`config.mk`:
```
export PLATFORM = sky130hd
export DESIGN_NAME = vga_scan_gen
export DESIGN_NICKNAME = d
export VERILOG_FILES = /design/src/rtl/vga_pkg.sv /design/src/rtl/sync_edge_det.sv /design/src/rtl/vga_scan_gen.sv
export SDC_FILE = /design/constraint.sdc
export NUM_CORES = 1
export LEC_CHECK = 0
export BUFFER_PORTS_ARGS = -buffer_cell sky130_fd_sc_hd__buf_2
export CAP_MARGIN = 20
export CORE_MARGIN = 10
export CORE_UTILIZATION = 55
export CTS_BUF_LIST = sky130_fd_sc_hd__clkbuf_8 sky130_fd_sc_hd__clkbuf_16
export CTS_CLUSTER_SIZE = 30
export DETAILED_ROUTE_END_ITERATION = 12
export PLACE_DENSITY = 0.83
export SYNTH_ARGS = -nofsm -noshare
export SYNTH_HDL_FRONTEND = slang
export SYNTH_SLANG_ARGS = --single-unit
```
`constraint.sdc`:
```
create_clock -name clk -period 3.1 [get_ports clk]
set_clock_uncertainty 0.05 [all_clocks]
set_input_delay 0.31 -clock clk [delete_from_list [all_inputs] [get_ports clk]]
set_output_delay 0.31 -clock clk [all_outputs]
set_load 0.01 [all_outputs]
```
`src/rtl/vga_pkg.sv`:
```
// Shared types and default 640x480@60 timing for the VGA raster stage.
// Optional SYNC_ALIGN_EN delays sync/video_on by ALIGN_DLY pixel ticks.
package vga_pkg;

  typedef logic [9:0] coord_t;

  localparam int H_ACTIVE_D  = 640;
  localparam int H_FP_D      = 16;
  localparam int H_SYNC_D    = 96;
  localparam int H_BP_D      = 48;
  localparam int V_ACTIVE_D  = 480;
  localparam int V_FP_D      = 10;
  localparam int V_SYNC_D    = 2;
  localparam int V_BP_D      = 33;
  localparam int DIV_D       = 2;
  localparam int ALIGN_DLY_D = 2;

  localparam int H_TOTAL  = H_ACTIVE_D + H_FP_D + H_SYNC_D + H_BP_D;
  localparam int V_TOTAL  = V_ACTIVE_D + V_FP_D + V_SYNC_D + V_BP_D;
  localparam int HS_START = H_ACTIVE_D + H_FP_D;
  localparam int HS_END   = HS_START + H_SYNC_D;
  localparam int VS_START = V_ACTIVE_D + V_FP_D;
  localparam int VS_END   = VS_START + V_SYNC_D;

  function automatic logic in_win(
    input coord_t val,
    input coord_t lo,
    input coord_t hi
  );
    return (val >= lo) && (val < hi);
  endfunction

endpackage

```
`src/rtl/sync_edge_det.sv`:
```
// Two-flop synchronizer for an asynchronous input followed by a
// registered one-clock rising-edge pulse.
module sync_edge_det (
  input  logic clk,
  input  logic rst_n,
  input  logic d,
  output logic rise
);

  logic meta;
  logic sync;
  logic prev;

  always_ff @(posedge clk or negedge rst_n) begin
    if (!rst_n) begin
      meta <= 1'b0;
      sync <= 1'b0;
      prev <= 1'b0;
      rise <= 1'b0;
    end else begin
      meta <= d;
      sync <= meta;
      prev <= sync;
      rise <= sync & ~prev;
    end
  end

endmodule

```
`src/rtl/vga_scan_gen.sv`:
```
// VGA raster generator: pixel divider, h/v counters, sync decode and
// frame-synchronous image select. SYNC_ALIGN_EN adds sync/video delay.
module vga_scan_gen
  import vga_pkg::*;
#(
  parameter int H_ACTIVE = H_ACTIVE_D,
  parameter int H_FP     = H_FP_D,
  parameter int H_SYNC   = H_SYNC_D,
  parameter int H_BP     = H_BP_D,
  parameter int V_ACTIVE = V_ACTIVE_D,
  parameter int V_FP     = V_FP_D,
  parameter int V_SYNC   = V_SYNC_D,
  parameter int V_BP     = V_BP_D,
  parameter int DIV      = DIV_D
`ifdef SYNC_ALIGN_EN
  ,
  parameter int ALIGN_DLY = ALIGN_DLY_D
`endif
) (
  input  logic   clk,
  input  logic   rst_n,
  input  logic   chg_req,
  output logic   pix_tick,
  output coord_t pos_x,
  output coord_t pos_y,
  output logic   CHG_IMG,
  output logic   hsync,
  output logic   vsync,
  output logic   video_on,
  output logic   frame_start
);

  localparam int DW = (DIV > 1) ? $clog2(DIV) : 1;
  localparam logic [DW-1:0] DIV_LAST = DW'(DIV - 1);

  localparam coord_t H_LAST = coord_t'(H_ACTIVE + H_FP + H_SYNC + H_BP - 1);
  localparam coord_t V_LAST = coord_t'(V_ACTIVE + V_FP + V_SYNC + V_BP - 1);
  localparam coord_t H_ACT  = coord_t'(H_ACTIVE);
  localparam coord_t V_ACT  = coord_t'(V_ACTIVE);
  localparam coord_t HS_BEG = coord_t'(H_ACTIVE + H_FP);
  localparam coord_t HS_FIN = coord_t'(H_ACTIVE + H_FP + H_SYNC);
  localparam coord_t VS_BEG = coord_t'(V_ACTIVE + V_FP);
  localparam coord_t VS_FIN = coord_t'(V_ACTIVE + V_FP + V_SYNC);

  logic [DW-1:0] div_cnt;
  logic [DW-1:0] div_nxt;
  coord_t        h_cnt;
  coord_t        v_cnt;
  coord_t        h_nxt;
  coord_t        v_nxt;
  logic          wrap;
  logic          hs_nxt;
  logic          vs_nxt;
  logic          vo_nxt;
  logic          hs_r;
  logic          vs_r;
  logic          vo_r;
  logic          chg_rise;
  logic          pending;

  always_comb begin
    div_nxt = (div_cnt == DIV_LAST) ? '0 : div_cnt + 1'b1;
  end

  always_comb begin
    h_nxt = h_cnt;
    v_nxt = v_cnt;
    wrap  = 1'b0;
    if (pix_tick) begin
      if (h_cnt == H_LAST) begin
        h_nxt = '0;
        if (v_cnt == V_LAST) begin
          v_nxt = '0;
          wrap  = 1'b1;
        end else begin
          v_nxt = v_cnt + 1'b1;
        end
      end else begin
        h_nxt = h_cnt + 1'b1;
      end
    end
  end

  // Decode from next counts so registered outputs line up with h_cnt/v_cnt
  always_comb begin
    hs_nxt = ~in_win(h_nxt, HS_BEG, HS_FIN);
    vs_nxt = ~in_win(v_nxt, VS_BEG, VS_FIN);
    vo_nxt = (h_nxt < H_ACT) && (v_nxt < V_ACT);
  end

  always_ff @(posedge clk or negedge rst_n) begin
    if (!rst_n) begin
      div_cnt     <= '0;
      pix_tick    <= 1'b0;
      h_cnt       <= '0;
      v_cnt       <= '0;
      pos_x       <= '0;
      pos_y       <= '0;
      hs_r        <= 1'b1;
      vs_r        <= 1'b1;
      vo_r        <= 1'b1;
      frame_start <= 1'b0;
    end else begin
      div_cnt     <= div_nxt;
      pix_tick    <= (div_nxt == DIV_LAST);
      h_cnt       <= h_nxt;
      v_cnt       <= v_nxt;
      pos_x       <= vo_nxt ? h_nxt : '0;
      pos_y       <= vo_nxt ? v_nxt : '0;
      hs_r        <= hs_nxt;
      vs_r        <= vs_nxt;
      vo_r        <= vo_nxt;
      frame_start <= wrap;
    end
  end

  sync_edge_det u_chg_sync (
    .clk   (clk),
    .rst_n (rst_n),
    .d     (chg_req),
    .rise  (chg_rise)
  );

  // A request landing on the swap itself stays queued for the next frame
  always_ff @(posedge clk or negedge rst_n) begin
    if (!rst_n) begin
      CHG_IMG <= 1'b0;
      pending <= 1'b0;
    end else if (wrap && pending) begin
      CHG_IMG <= ~CHG_IMG;
      pending <= chg_rise;
    end else if (chg_rise) begin
      pending <= 1'b1;
    end
  end

`ifdef SYNC_ALIGN_EN
  logic [ALIGN_DLY-1:0] hs_pipe;
  logic [ALIGN_DLY-1:0] vs_pipe;
  logic [ALIGN_DLY-1:0] vo_pipe;

  always_ff @(posedge clk or negedge rst_n) begin
    if (!rst_n) begin
      hs_pipe <= '1;
      vs_pipe <= '1;
      vo_pipe <= '0;
    end else if (pix_tick) begin
      hs_pipe[0] <= hs_r;
      vs_pipe[0] <= vs_r;
      vo_pipe[0] <= vo_r;
      for (int i = 1; i < ALIGN_DLY; i++) begin
        hs_pipe[i] <= hs_pipe[i-1];
        vs_pipe[i] <= vs_pipe[i-1];
        vo_pipe[i] <= vo_pipe[i-1];
      end
    end
  end

  assign hsync    = hs_pipe[ALIGN_DLY-1];
  assign vsync    = vs_pipe[ALIGN_DLY-1];
  assign video_on = vo_pipe[ALIGN_DLY-1];
`else
  assign hsync    = hs_r;
  assign vsync    = vs_r;
  assign video_on = vo_r;
`endif

endmodule

```
* Word-level counts from Yosys, hierarchy flattened
Index checks and enable logic that the tools add are counted.
** Operators by class
- Reductions and logical operators :: 5
- Add/sub/neg operators :: 3
- $lt $le $gt $ge :: 6
- Bitwise gates (word level) :: 5
- Equality and inequality tests :: 2
- Muxes and demuxes :: 13
** Operators by type and width (number)
- $mux W10 :: 7
- $add A10 B1 Y10 const B :: 2
- $eq A10 B10 Y1 const B :: 2
- $lt A10 B10 Y1 const B :: 2
- $lt A10 B9 Y1 const B :: 2
- $ge A10 B10 Y1 const B :: 1
- $ge A10 B9 Y1 const B :: 1
- $mux W1 :: 6
- $logic_and A1 B1 Y1 :: 4
- $not A1 Y1 :: 4
- $reduce_bool A2 Y1 :: 1
- $add A1 B1 Y1 const B :: 1
- $and A1 B1 Y1 :: 1
** Storage, ports and cells
- Input port bits :: 3
- Flip-flop bits (word level) :: 51
- Output and inout port bits :: 26
- Word-level logic and storage cells :: 49

* Longest topological paths before layout
Gate-level depths: netlist (run 1).
- Depth after elaboration :: 7
- Mapped depth :: 8
- Gate-level depth less buffers :: 7

* Hierarchy
Synthesis (run 1) repeated with hierarchy kept, for this count alone.
** Second synthesis, totals
- Cell total of the unflattened synthesis :: 194
- Area total of the unflattened synthesis :: 2233.4 um^2
** By module, submodules not included
- vga_scan_gen :: instances 1, area each 2119.5 um^2, cells each 189, sequential area each 1179.9 um^2
- sync_edge_det :: instances 1, area each 113.9 um^2, cells each 5, sequential area each 100.1 um^2

* Worst setup path before layout (run 1)
No wires, ideal clock.
- Path type :: register to register
- From :: register h_cnt[0]
- To :: register pos_x[7]
- Buffers on the path :: 1
- Required time :: 2.914 ns
- Data arrival time :: 2.253 ns
- Cell stages (with the launch flop) :: 8
- Setup time :: 0.136 ns
- Period minus slack after synthesis :: 2.439 ns
- Path slack :: 0.661 ns
- Path through :: dfrtp_1 -> ha_1 -> nand4_1 -> nor4_2 -> a41oi_1 -> o32ai_2 -> buf_2 -> nor3_1
** On the way
- Word-level cells in the longest chain between the ends :: 6
- Elaborated cells on any way between the ends :: 10
- Those cells by class :: add/sub (1); order compare (2); eq/ne (1); mux (5); reduce/logical (1)
** RTL lines
- start: declaration :: line vga_scan_gen.sv:47 : coord_t h_cnt;
- start signal: assignment :: line vga_scan_gen.sv:106 : h_cnt <= h_nxt;
- $add A10 B1 Y10 / $eq A10 B10 Y1 (equally long branches) :: line vga_scan_gen.sv:79, vga_scan_gen.sv:70
- $mux W10 :: line vga_scan_gen.sv:70 : if (h_cnt == H_LAST) begin
- $mux W10 :: line vga_scan_gen.sv:69 : if (pix_tick) begin
- $lt A10 B10 Y1 / $lt A10 B9 Y1 (equally long branches) :: line vga_scan_gen.sv:88 : vo_nxt = (h_nxt < H_ACT) && (v_nxt < V_ACT);
- $logic_and A1 B1 Y1 :: line vga_scan_gen.sv:88
- $mux W10 (*) :: line vga_scan_gen.sv:108 : pos_x <= vo_nxt ? h_nxt : '0;
- end signal: assignment :: line vga_scan_gen.sv:108
- end: declaration :: line vga_scan_gen.sv:24 : output coord_t pos_x,
Every way passes the cells marked *; elsewhere a longest branch is shown, timed or not.
A chain may end at the register's enable or synchronous reset.

==> flow_metrics.env, run 1 <==
export IMPL_min_period_ps=2790
export IMPL_die_w_microns=85.3
export IMPL_wl_per_cell_microns=17.0
export IMPL_worstHoldPathType="input port to flip-flop"
export IMPL_post_synth_top_area_cell="dfrtp_1"
export IMPL_cts_resized_gates=0
export IMPL_post_cts_buffers=0
export IMPL_finalHoldViolations=0
export IMPL_min_to="u_chg_sync.meta"
export IMPL_grt_pass1_wl_microns=8210
export IMPL_rsz0062_at_grt="no"
export IMPL_leakage_nw=1.22
export IMPL_overflow=0
export IMPL_min_from="chg_req"
export IMPL_die_h_microns=85.3
export IMPL_setup_viol=0
export IMPL_boundaryPins=29
export IMPL_clk_path_buf_depth=2
export IMPL_synth_area_leaders="dfrtp_1, nor3b_1, dfstp_2"
export IMPL_synth_nets=208
export IMPL_clock_fmax_ghz=0.359
export IMPL_vias_per_cell=5.80
export IMPL_core_rowCount=23
export IMPL_dieArea_sq_mm=0.00727
export IMPL_critPathRequiredTime_ps=3260
export IMPL_dr_pass1_iters=4
export IMPL_grt_max_degree=52
export IMPL_synth_area_sq_mm=0.00234
export IMPL_irDropWorstVdd_mv=0.433
export IMPL_syn_area_per_cell_sq_um=11.6
export IMPL_yosysUniqueCellTypes=47
export IMPL_cts_tree="yes"
export IMPL_antenna_found_initial=0
export IMPL_cts_buffers=5
export IMPL_worst_path_max_delay_cell="or4b_1"
export IMPL_synthArstFlopShare_pct=100
export IMPL_antenna_cells=0
export IMPL_maxCapViolCount=0
export IMPL_clkSinkCount=51
export IMPL_path_clk_slew_ps=90
export IMPL_drv_slew=0
export IMPL_synth_edf_count=0
export IMPL_relSlewSlack_pct=57.7
export IMPL_min_path_cells=1
export IMPL_pwr_share_seq_pct=62.6
export IMPL_worstSetupStartpointType="flip-flop"
export IMPL_synth_ff_type="dfrtp_1"
export IMPL_status="complete, no violations"
export IMPL_critPathMaxStageDelay_ps=660
export IMPL_synth_seq_cells=51
export IMPL_power_switching_uw=236
export IMPL_grt_pass1_vias=1616
export IMPL_dp_hpwl_microns=3520
export IMPL_sw_frac_of_total_pct=22.1
export IMPL_power_density_mw_per_mm2=404
export IMPL_fin_nets=241
export IMPL_hold_buffers=0
export IMPL_drc=0
export IMPL_gp_congestion=0.913
export IMPL_path_cells="or4b_1 -> or3_1 -> nor2_8 -> o32ai_2 -> buf_4 -> nor3b_1"
export IMPL_crit_type="flip-flop to flip-flop"
export IMPL_pwr_share_clk_pct=35.6
export IMPL_internal_power_uw=833
export IMPL_synth_top_cell_area_share_pct=51.3
export IMPL_core_sq_mm=0.00406
export IMPL_drive_gt1_share_pct=24.2
export IMPL_grt_usage_pct=13.7
export IMPL_critPathArrivalTime_ps=2950
export IMPL_yosysSeqAreaShare_pct=54.6
export IMPL_cts_root_buf="clkbuf_8"
export IMPL_netlist_instances=202
export IMPL_period_share_pct=89.9
export IMPL_yosysWarnings=0
export IMPL_r2r_end="pos_y[0]"
export IMPL_via_count=1658
export IMPL_comb_power_share_pct=1.9
export IMPL_critPathCaptureType="flip-flop"
export IMPL_cp_max_fo=14
export IMPL_r2r_cells=6
export IMPL_final_util_pct=65.3
export IMPL_htreeDepth=2
export IMPL_io_buffers=28
export IMPL_rr_startpoint="div_cnt"
export IMPL_clk_insertion_delay_late_ps=310
export IMPL_drt_iter0_drc=196
export IMPL_r2r_slack_ps=310
export IMPL_worst_slew_pin_slew_ps=634
export IMPL_tns_ps=0
export IMPL_antenna_left=0
export IMPL_area_delta_synth_final_pct=13.1
export IMPL_finalWirelength_microns=4860
export IMPL_initial_utilization_pct=57.7
[per-stage QoR]
step / instances / setup WS (ps) / instance area, sq um / total power [mW] / hold slack, ps
2_1_floorplan: 202 / 661 / 2340 / 0.683 / -35.6
3_3_place_gp: 276 / 372 / 2520 / 0.697 / 285
3_5_place_dp: 276 / 336 / 2520 / 0.698 / 290
4_1_cts: 284 / 307 / 2610 / 1.07 / 51.7
5_1_grt: 286 / 153 / 2650 / 1.10 / 41.6
6_report: 286 / 312 / 2650 / 1.07 / 55.4
[critical path: cells and delay by family (launching register included)]
kind | cells | cell delay (ps)
buffers and inverters | 1 | 210
AOI/OAI and AO/OA | 1 | 120
and+or+nand+nor | 4 | 1730
DFF | 1 | 570
[placed cells by master, fill, tap and decap left out, types with 3 or more instances in the layout]
| cell type | instances |
|---|---|
| clkbuf_8 | 5 |
| buf_2 | 28 |
| nand3_1 | 11 |
| dfrtp_1 | 48 |
| xor2_1 | 3 |
| ha_1 | 3 |
| nor3_1 | 6 |
| nor2_1 | 11 |
| nand4_1 | 7 |
| xnor2_1 | 9 |
| and3_1 | 5 |
| nor3b_1 | 16 |
| buf_4 | 5 |
| and2_1 | 3 |
| nand2_1 | 11 |
| dfstp_2 | 3 |
| o21ai_0 | 9 |
| or3_1 | 4 |
| inv_1 | 9 |
[state kept, by name (all words and copies together), names as in the netlist]
name,cells
CHG_IMG,1
div_cnt,1
frame_start,1
h_cnt,10
hsync,1
pending,1
pos_x,10
pos_y,10
u_chg_sync.meta,1
u_chg_sync.prev,1
u_chg_sync.rise,1
u_chg_sync.sync,1
v_cnt,10
video_on,1
vsync,1
[how the worst max path moves through the flow]
| stage | from | endpoint | cells past startpoint |
|---|---|---|---|
| global placement | div_cnt | pos_x[2] | 6 |
| finish | div_cnt | pos_y[0] | 6 |
| detailed placement | div_cnt | pos_y[0] | 6 |
| floorplan | h_cnt[0] | pos_x[7] | 7 |
| global route | div_cnt | pos_y[0] | 6 |
| CTS | div_cnt | pos_y[0] | 6 |
[power by group through the flow]
stage	Clock (mW)	Combinational, mW	Sequential (mW)
finish	0.380	0.0201	0.669
global route	0.412	0.0231	0.670
CTS	0.385	0.0160	0.669
detailed placement	0	0.0159	0.682
global placement	0	0.0154	0.682
floorplan	0	0.000712	0.682
[per-layer routing]
| metal | vias up | wire (microns) | GRT usage (%) |
|---|---|---|---|
| met2 | 59 | 2390 | 21.9 |
| met1 | 802 | 2110 | 16.9 |
| met4 | 0 | 72 | 4.94 |
| li1 | 788 | - | - |
| met5 | - | 0 | 0 |
| met3 | 9 | 291 | 4.30 |
[kinds of logic (layout without fill, tap and decap cells)]
group,Yosys count,after routing,synth area share (%)
flops,51,51,54.6
mux,3,3,1.39
compound gates,26,26,9.03
xor+xnor,12,12,4.49
simple gates,88,88,24.7
other cells,1,1,0.160
buf+inv,18,52,3.95
fa+ha+maj,3,3,1.60
[area by class of cell]
type / instances / area [sq um]
inverter: 9 / 33.8
clock inverter: 3 / 18.8
fill: 297 / 1410
tap: 50 / 62.6
timing repair buffer: 35 / 215
clock buffer: 5 / 68.8
multi-input combinational: 133 / 970
sequential: 51 / 1280
[synth_stat cells (all sizes together), types with 3 or more instances]
cell / n
dfrtp: 48
dfstp: 3
clkbuf: 4
or3: 4
nand4: 7
nor3b: 17
nor4: 3
o21ai: 10
inv: 9
nand3: 11
buf: 5
and2: 3
ha: 3
xor2: 3
and3: 5
nor2: 12
nand2: 11
nor3: 6
xnor2: 9
(Power assumes the default switching activity.)
==> run 2: changes to the inputs <==
==> constraint.sdc (replaced) <==
create_clock -name clk -period 2.85 [get_ports clk]
set_clock_uncertainty 0.05 [all_clocks]
set_input_delay 0.285 -clock clk [delete_from_list [all_inputs] [get_ports clk]]
set_output_delay 0.285 -clock clk [all_outputs]
set_load 0.01 [all_outputs]
==> run 2 against run 1 <==
Clock power up 13%; count of clock-buffer cells in the layout unchanged; setup slack got worse by 170 ps; wire length is 1.4% lower; largest power group unchanged; critical endpoint is now pos_x[7]; sequential power is 8.8% higher; largest cell class unchanged; worst hold slack worse by 28 ps; core utilization up 1.1 points; final cell count grew 1.4%.
==> flow_metrics.env, run 2 (same netlist as run 1, synthesis figures left out) <==
export IMPL_crit_type="flip-flop to flip-flop"
export IMPL_rsz0062_at_grt="no"
export IMPL_worstHoldPathType="input port to flip-flop"
export IMPL_die_h_microns=85.3
export IMPL_busiest_layer="met2"
export IMPL_status="complete, no violations"
export IMPL_drive_gt1_share_pct=25.8
export IMPL_met2_usage_pct=21.5
export IMPL_clock_fmax_ghz=0.370
export IMPL_endpoint="pos_x[7]"
export IMPL_grt_pass1_wl_microns=8160
export IMPL_antenna_found_initial=0
export IMPL_drv_slew=0
export IMPL_relSlewSlack_pct=57.8
export IMPL_worst_path_buf_inv=1
export IMPL_critPathCaptureType="flip-flop"
export IMPL_path_cells="or4b_1 -> nor4_2 -> a41oi_1 -> o32ai_2 -> buf_4 -> nor3_1"
export IMPL_rr_startpoint="h_cnt[5]"
export IMPL_critPathMaxStageDelay_ps=720
export IMPL_worstSetupStartpointType="flip-flop"
export IMPL_drc=0
export IMPL_critPathRequiredTime_ps=2980
export IMPL_final_common_cell="dfrtp_1"
export IMPL_drt_iter0_drc=152
export IMPL_critical_path_top_delay_family="simple AND/OR/NAND/NOR gates"
export IMPL_setup_ws_ps=145
export IMPL_power_density_mw_per_mm2=437
export IMPL_htreeDepth=2
export IMPL_gp_congestion=0.907
export IMPL_period_share_pct=94.9
export IMPL_r2r_cells=6
export IMPL_initial_utilization_pct=57.7
export IMPL_antenna_cells=0
export IMPL_grt_usage_pct=13.4
export IMPL_setup_viol=0
export IMPL_grt_pass1_vias=1714
export IMPL_worst_path_max_delay_cell="or4b_1"
export IMPL_clk_path_buf_depth=2
export IMPL_min_period_ps=2700
export IMPL_core_rowCount=23
export IMPL_cp_depth=6
export IMPL_critPathLaunch="h_cnt[5]"
export IMPL_finalWirelength_microns=4800
export IMPL_met3_usage_pct=2.96
export IMPL_post_dp_cell_area_sq_mm=0.00254
export IMPL_cts_tree="yes"
export IMPL_overflow=0
export IMPL_cp_max_fo=12
export IMPL_fin_nets=245
export IMPL_path_clk_slew_ps=100
export IMPL_dieArea_sq_mm=0.00727
export IMPL_clkSinkCount=51
export IMPL_critPathArrivalTime_ps=2830
export IMPL_r2r_slack_ps=150
export IMPL_wl_per_cell_microns=16.5
export IMPL_finalInstanceArea_sq_mm=0.00269
export IMPL_dr_pass1_iters=4
export IMPL_area_delta_synth_final_pct=15.0
export IMPL_clk_insertion_delay_late_ps=310
export IMPL_worst_slew_pin_slew_ps=633
export IMPL_final_cell_mix="dfrtp_1, buf_2, nor3b_1"
export IMPL_cts_root_buf="clkbuf_8"
export IMPL_vias_per_cell=5.72
export IMPL_grt_max_degree=52
export IMPL_tns_ps=0
export IMPL_via_count=1660
export IMPL_antenna_left=0
export IMPL_finalHoldViolations=0
export IMPL_leakage_nw=1.24
export IMPL_maxCapViolCount=0
export IMPL_grt_use_met1_pct=17.1
export IMPL_io_buffers=28
export IMPL_r2r_end="pos_x[7]"
export IMPL_die_w_microns=85.3
export IMPL_pre_cts_slack_ps=167
export IMPL_core_sq_mm=0.00406
export IMPL_dp_hpwl_microns=3460
export IMPL_boundaryPins=29
export IMPL_irDropWorstVdd_mv=0.502
export IMPL_cts_buffers=5
==> run 2: changes by cell type in the layout (fill, tap and decap cells not counted), sizes merged <==
cell | before | now
buf | 34 | 38
clkinv | 2 | 1
clkinvlp | 0 | 1
==> run 2: stage by stage <==
step	utilization, %	power (mW)	instances	hold slack (ps)
final	66.4	1.18	290	26.9
after global routing	66.4	1.22	290	15.8
after CTS	64.9	1.19	286	19.6
after detailed placement	62.6	0.759	278	292
after global placement	62.6	0.759	278	290
after floorplan	-	0.743	202	-60.6
==> run 2: report_power, final <==
group	total (mW)	internal (mW)	switching, mW	leakage [nW]
combinational	0.0217	0.00669	0.0150	0.526
sequential	0.728	0.727	0.00127	0.663
clock	0.428	0.180	0.247	0.0463
==> run 2: cell type report <==
type                       instances  area (sq um)
tap                               50          62.6
sequential                        51          1280
clock inverter                     3          27.5
multi-input combinational        133           975
inverter                           9          33.8
timing repair buffer              39           245
clock buffer                       5          68.8
fill                             288          1370
==> run 2: worst register-to-register path, delay by kind of cell (launching register included) <==
family | cells | cell delay [ps]
and+or+nand+nor | 3 | 1240
buffers and inverters | 1 | 270
DFF | 1 | 430
AOI/OAI and AO/OA | 2 | 580
==> run 2: worst min-delay path by stage <==
stage | startpoint | to | slack, ps | depth (start not counted)
2_1_floorplan | rst_n | CHG_IMG | -60 | 0
3_3_place_gp | u_chg_sync.meta | u_chg_sync.sync | 290 | 0
3_5_place_dp | u_chg_sync.meta | u_chg_sync.sync | 290 | 0
4_1_cts | chg_req | u_chg_sync.meta | 20 | 1
5_1_grt | chg_req | u_chg_sync.meta | 20 | 1
6_report | chg_req | u_chg_sync.meta | 30 | 1
==> run 2: layer usage <==
layer / share of wire, % / vias up
met2: 48 / 61
met5: 0 / -
met3: 6.1 / 13
met4: 2.0 / 0
met1: 44 / 795
li1: - / 791
==> run 2: what timing repair did <==
item / in CTS / in global routing
hold buffers: 0 / 1
endpoints found under the setup margin: 0 / 4
endpoints found under the hold margin: 0 / 24
gates resized for setup: 0 / 1
buffers inserted: 0 / 2
==> run 3: changes to the inputs <==
--- a/config.mk
+++ b/config.mk
@@ -5,6 +5,7 @@
 export SDC_FILE = /design/constraint.sdc
 export NUM_CORES = 1
 export LEC_CHECK = 0
+export ABC_AREA = 1
 export BUFFER_PORTS_ARGS = -buffer_cell sky130_fd_sc_hd__buf_2
 export CAP_MARGIN = 20
 export CORE_MARGIN = 10
@@ -15,4 +16,5 @@
 export PLACE_DENSITY = 0.83
 export SYNTH_ARGS = -nofsm -noshare
 export SYNTH_HDL_FRONTEND = slang
+export SYNTH_HIERARCHICAL = 1
 export SYNTH_SLANG_ARGS = --single-unit
==> run 3 against run 2 <==
Count of clock-buffer cells in the layout stayed put; non-clock buffer count is 9 lower; sequential share of layout area is 1.6 points higher; critical path type unchanged; largest cell class unchanged; clock power is 11% lower; highest routed layer unchanged; sequential power hardly changed; fmax is 16% higher; global-route usage is 0.52 points lower; die area is 0.98% lower; final cell count is 21% higher; first-iteration DRC count is 32% higher; area after synthesis is 1.3% lower; wire length is 8.2% lower.
==> flow_metrics.env, run 3 <==
export IMPL_worst_slew_pin_slew_ps=539
export IMPL_antenna_cells=0
export IMPL_leakage_nw=1.42
export IMPL_final_cell_mix="nand2_1, dfrtp_1, inv_1"
export IMPL_finalWirelength_microns=4400
export IMPL_tns_ps=0
export IMPL_post_synth_top_area_cell="dfrtp_1"
export IMPL_r2r_cells=11
export IMPL_die_h_microns=84.8
export IMPL_status="complete, no violations"
export IMPL_worstSetupStartpointType="flip-flop"
export IMPL_critPathRequiredTime_ps=2980
export IMPL_placed_cells=342
export IMPL_synth_area_sq_mm=0.00231
export IMPL_pwr_share_seq_pct=64.5
export IMPL_die_w_microns=84.8
export IMPL_rsz0062_at_grt="no"
export IMPL_drive_gt1_share_pct=21.5
export IMPL_netlist_instances=266
export IMPL_antenna_found_initial=0
export IMPL_critPathLaunch="div_cnt"
export IMPL_yosysSeqAreaShare_pct=55.4
export IMPL_power_switching_uw=231
export IMPL_crit_type="flip-flop to flip-flop"
export IMPL_via_count=1752
export IMPL_synth_area_leaders="dfrtp_1, nand2_1, inv_1"
export IMPL_syn_area_per_cell_sq_um=8.69
export IMPL_synth_most_common_cell="nand2_1"
export IMPL_drt_iter0_drc=200
export IMPL_sw_frac_of_total_pct=20.5
export IMPL_core_sq_mm=0.00403
export IMPL_irDropWorstVdd_mv=0.484
export IMPL_relSlewSlack_pct=63.8
export IMPL_comb_power_share_pct=1.8
export IMPL_synth_common_cells="nand2_1, dfrtp_1, inv_1"
export IMPL_vias_per_cell=4.98
export IMPL_overflow=0
export IMPL_grt_usage_pct=12.9
export IMPL_finalHoldViolations=0
export IMPL_period_share_pct=82.0
export IMPL_io_buffers=28
export IMPL_r2r_slack_ps=510
export IMPL_cts_tree="yes"
export IMPL_critPathCaptureType="flip-flop"
export IMPL_finalInstanceArea_sq_mm=0.00261
export IMPL_setup_viol=0
export IMPL_grt_pass1_wl_microns=7680
export IMPL_dr_pass1_iters=4
export IMPL_synth_seq_cells=51
export IMPL_post_dp_cell_area_sq_mm=0.00250
export IMPL_dieArea_sq_mm=0.00720
export IMPL_synthArstFlopShare_pct=100
export IMPL_worstHoldPathType="input port to flip-flop"
export IMPL_pwr_share_clk_pct=33.6
export IMPL_yosysWarnings=6
export IMPL_synth_edf_count=0
export IMPL_fin_nets=307
export IMPL_core_rowCount=23
export IMPL_grt_max_degree=52
export IMPL_min_period_ps=2340
export IMPL_clk_path_buf_depth=2
export IMPL_clkSinkCount=51
export IMPL_synth_ff_type="dfrtp_1"
export IMPL_drv_slew=0
export IMPL_gp_congestion=0.884
export IMPL_synth_top_cell_area_share_pct=51.9
export IMPL_htreeDepth=2
export IMPL_final_common_cell="nand2_1"
export IMPL_initial_utilization_pct=57.4
export IMPL_cts_root_buf="clkbuf_8"
export IMPL_critPathArrivalTime_ps=2470
export IMPL_antenna_left=0
export IMPL_power_density_mw_per_mm2=433
export IMPL_grt_pass1_vias=1691
export IMPL_min_to="u_chg_sync/meta"
export IMPL_maxCapViolCount=0
export IMPL_cp_max_fo=19
export IMPL_clock_fmax_ghz=0.428
export IMPL_boundaryPins=29
export IMPL_instances_no_fill=352
export IMPL_drc=0
export IMPL_dp_hpwl_microns=3260
export IMPL_min_path_cells=1
export IMPL_final_util_pct=64.7
export IMPL_wl_per_cell_microns=12.5
export IMPL_post_cts_buffers=0
export IMPL_yosysUniqueCellTypes=32
export IMPL_clk_insertion_delay_late_ps=300
export IMPL_internal_power_uw=896
export IMPL_path_clk_slew_ps=90
export IMPL_synth_nets=272
export IMPL_rr_startpoint="div_cnt"
export IMPL_r2r_end="pos_x[6]"
export IMPL_area_delta_synth_final_pct=12.7
export IMPL_min_from="chg_req"
export IMPL_cts_buffers=5
## run 3: area by class of cell
class,instances,area (sq um)
Clock buffer,5,68.8
Clock inverter,3,11.3
Fill cell,335,1420
Inverter,49,184
Multi-Input combinational cell,164,830
Sequential cell,51,1280
Tap cell,50,62.6
Timing Repair Buffer,30,170
## run 3: worst max-delay path, stage by stage, from the launching register on
cell,delay (ps)
dfrtp_1,600
inv_2,190
nor2_2,190
nand2_1,110
nor2_1,150
nand2_1,70
nand2_1,60
nand3_1,190
nor2_1,200
nor2_2,80
nand2_4,240
nor2_1,90
## run 3: what timing repair did
action,CTS,global route
hold endpoints to repair,0,13
hold buffers,0,1
resized for setup,0,0
## run 3: routing by layer
| metal | share of wire [%] | wire [microns] | track usage, % |
|---|---|---|---|
| met1 | 44 | 1950 | 15.7 |
| met2 | 48 | 2100 | 20.4 |
| met3 | 6.1 | 269 | 3.73 |
| met4 | 2.0 | 90 | 6.29 |
| met5 | 0 | 0 | 0 |
## run 3: through the flow
| step | setup WS, ps | hold WS [ps] | total power, mW |
|---|---|---|---|
| 2_1_floorplan | 906 | -60.6 | 0.744 |
| 3_3_place_gp | 610 | 283 | 0.759 |
| 3_5_place_dp | 560 | 294 | 0.760 |
| 4_1_cts | 541 | 34.0 | 1.13 |
| 5_1_grt | 342 | 24.1 | 1.18 |
| 6_report | 514 | 39.2 | 1.13 |
## run 3: worst max-delay path by stage
stage,endpoint,cells past startpoint,slack [ps]
2_1_floorplan,pos_y[0],13,910
3_3_place_gp,pos_y[7],11,610
3_5_place_dp,pos_x[6],11,560
4_1_cts,pos_x[6],11,540
5_1_grt,pos_x[6],10,340
6_report,pos_x[6],11,510
## run 3: power groups by stage
stage	Combinational (mW)	Sequential, mW	Clock (mW)
final	0.0206	0.728	0.379
after global routing	0.0242	0.729	0.428
after CTS	0.0175	0.728	0.385
after detailed placement	0.0176	0.742	0
after global placement	0.0170	0.742	0
after floorplan	0.00111	0.742	0
## run 3: kinds of logic (layout without fill, tap and decap cells)
| kind of cell | Yosys count | count (layout) | share of synthesized area [%] |
|---|---|---|---|
| and+or+nand+nor | 140 | 140 | 28.9 |
| DFF | 51 | 51 | 55.4 |
| buffers and inverters | 51 | 87 | 8.77 |
| AOI/OAI and AO/OA | 17 | 17 | 4.06 |
| adders and majority gates | 3 | 3 | 1.62 |
| xor gates and xnor gates | 3 | 3 | 1.14 |
| other | 1 | 1 | 0.162 |
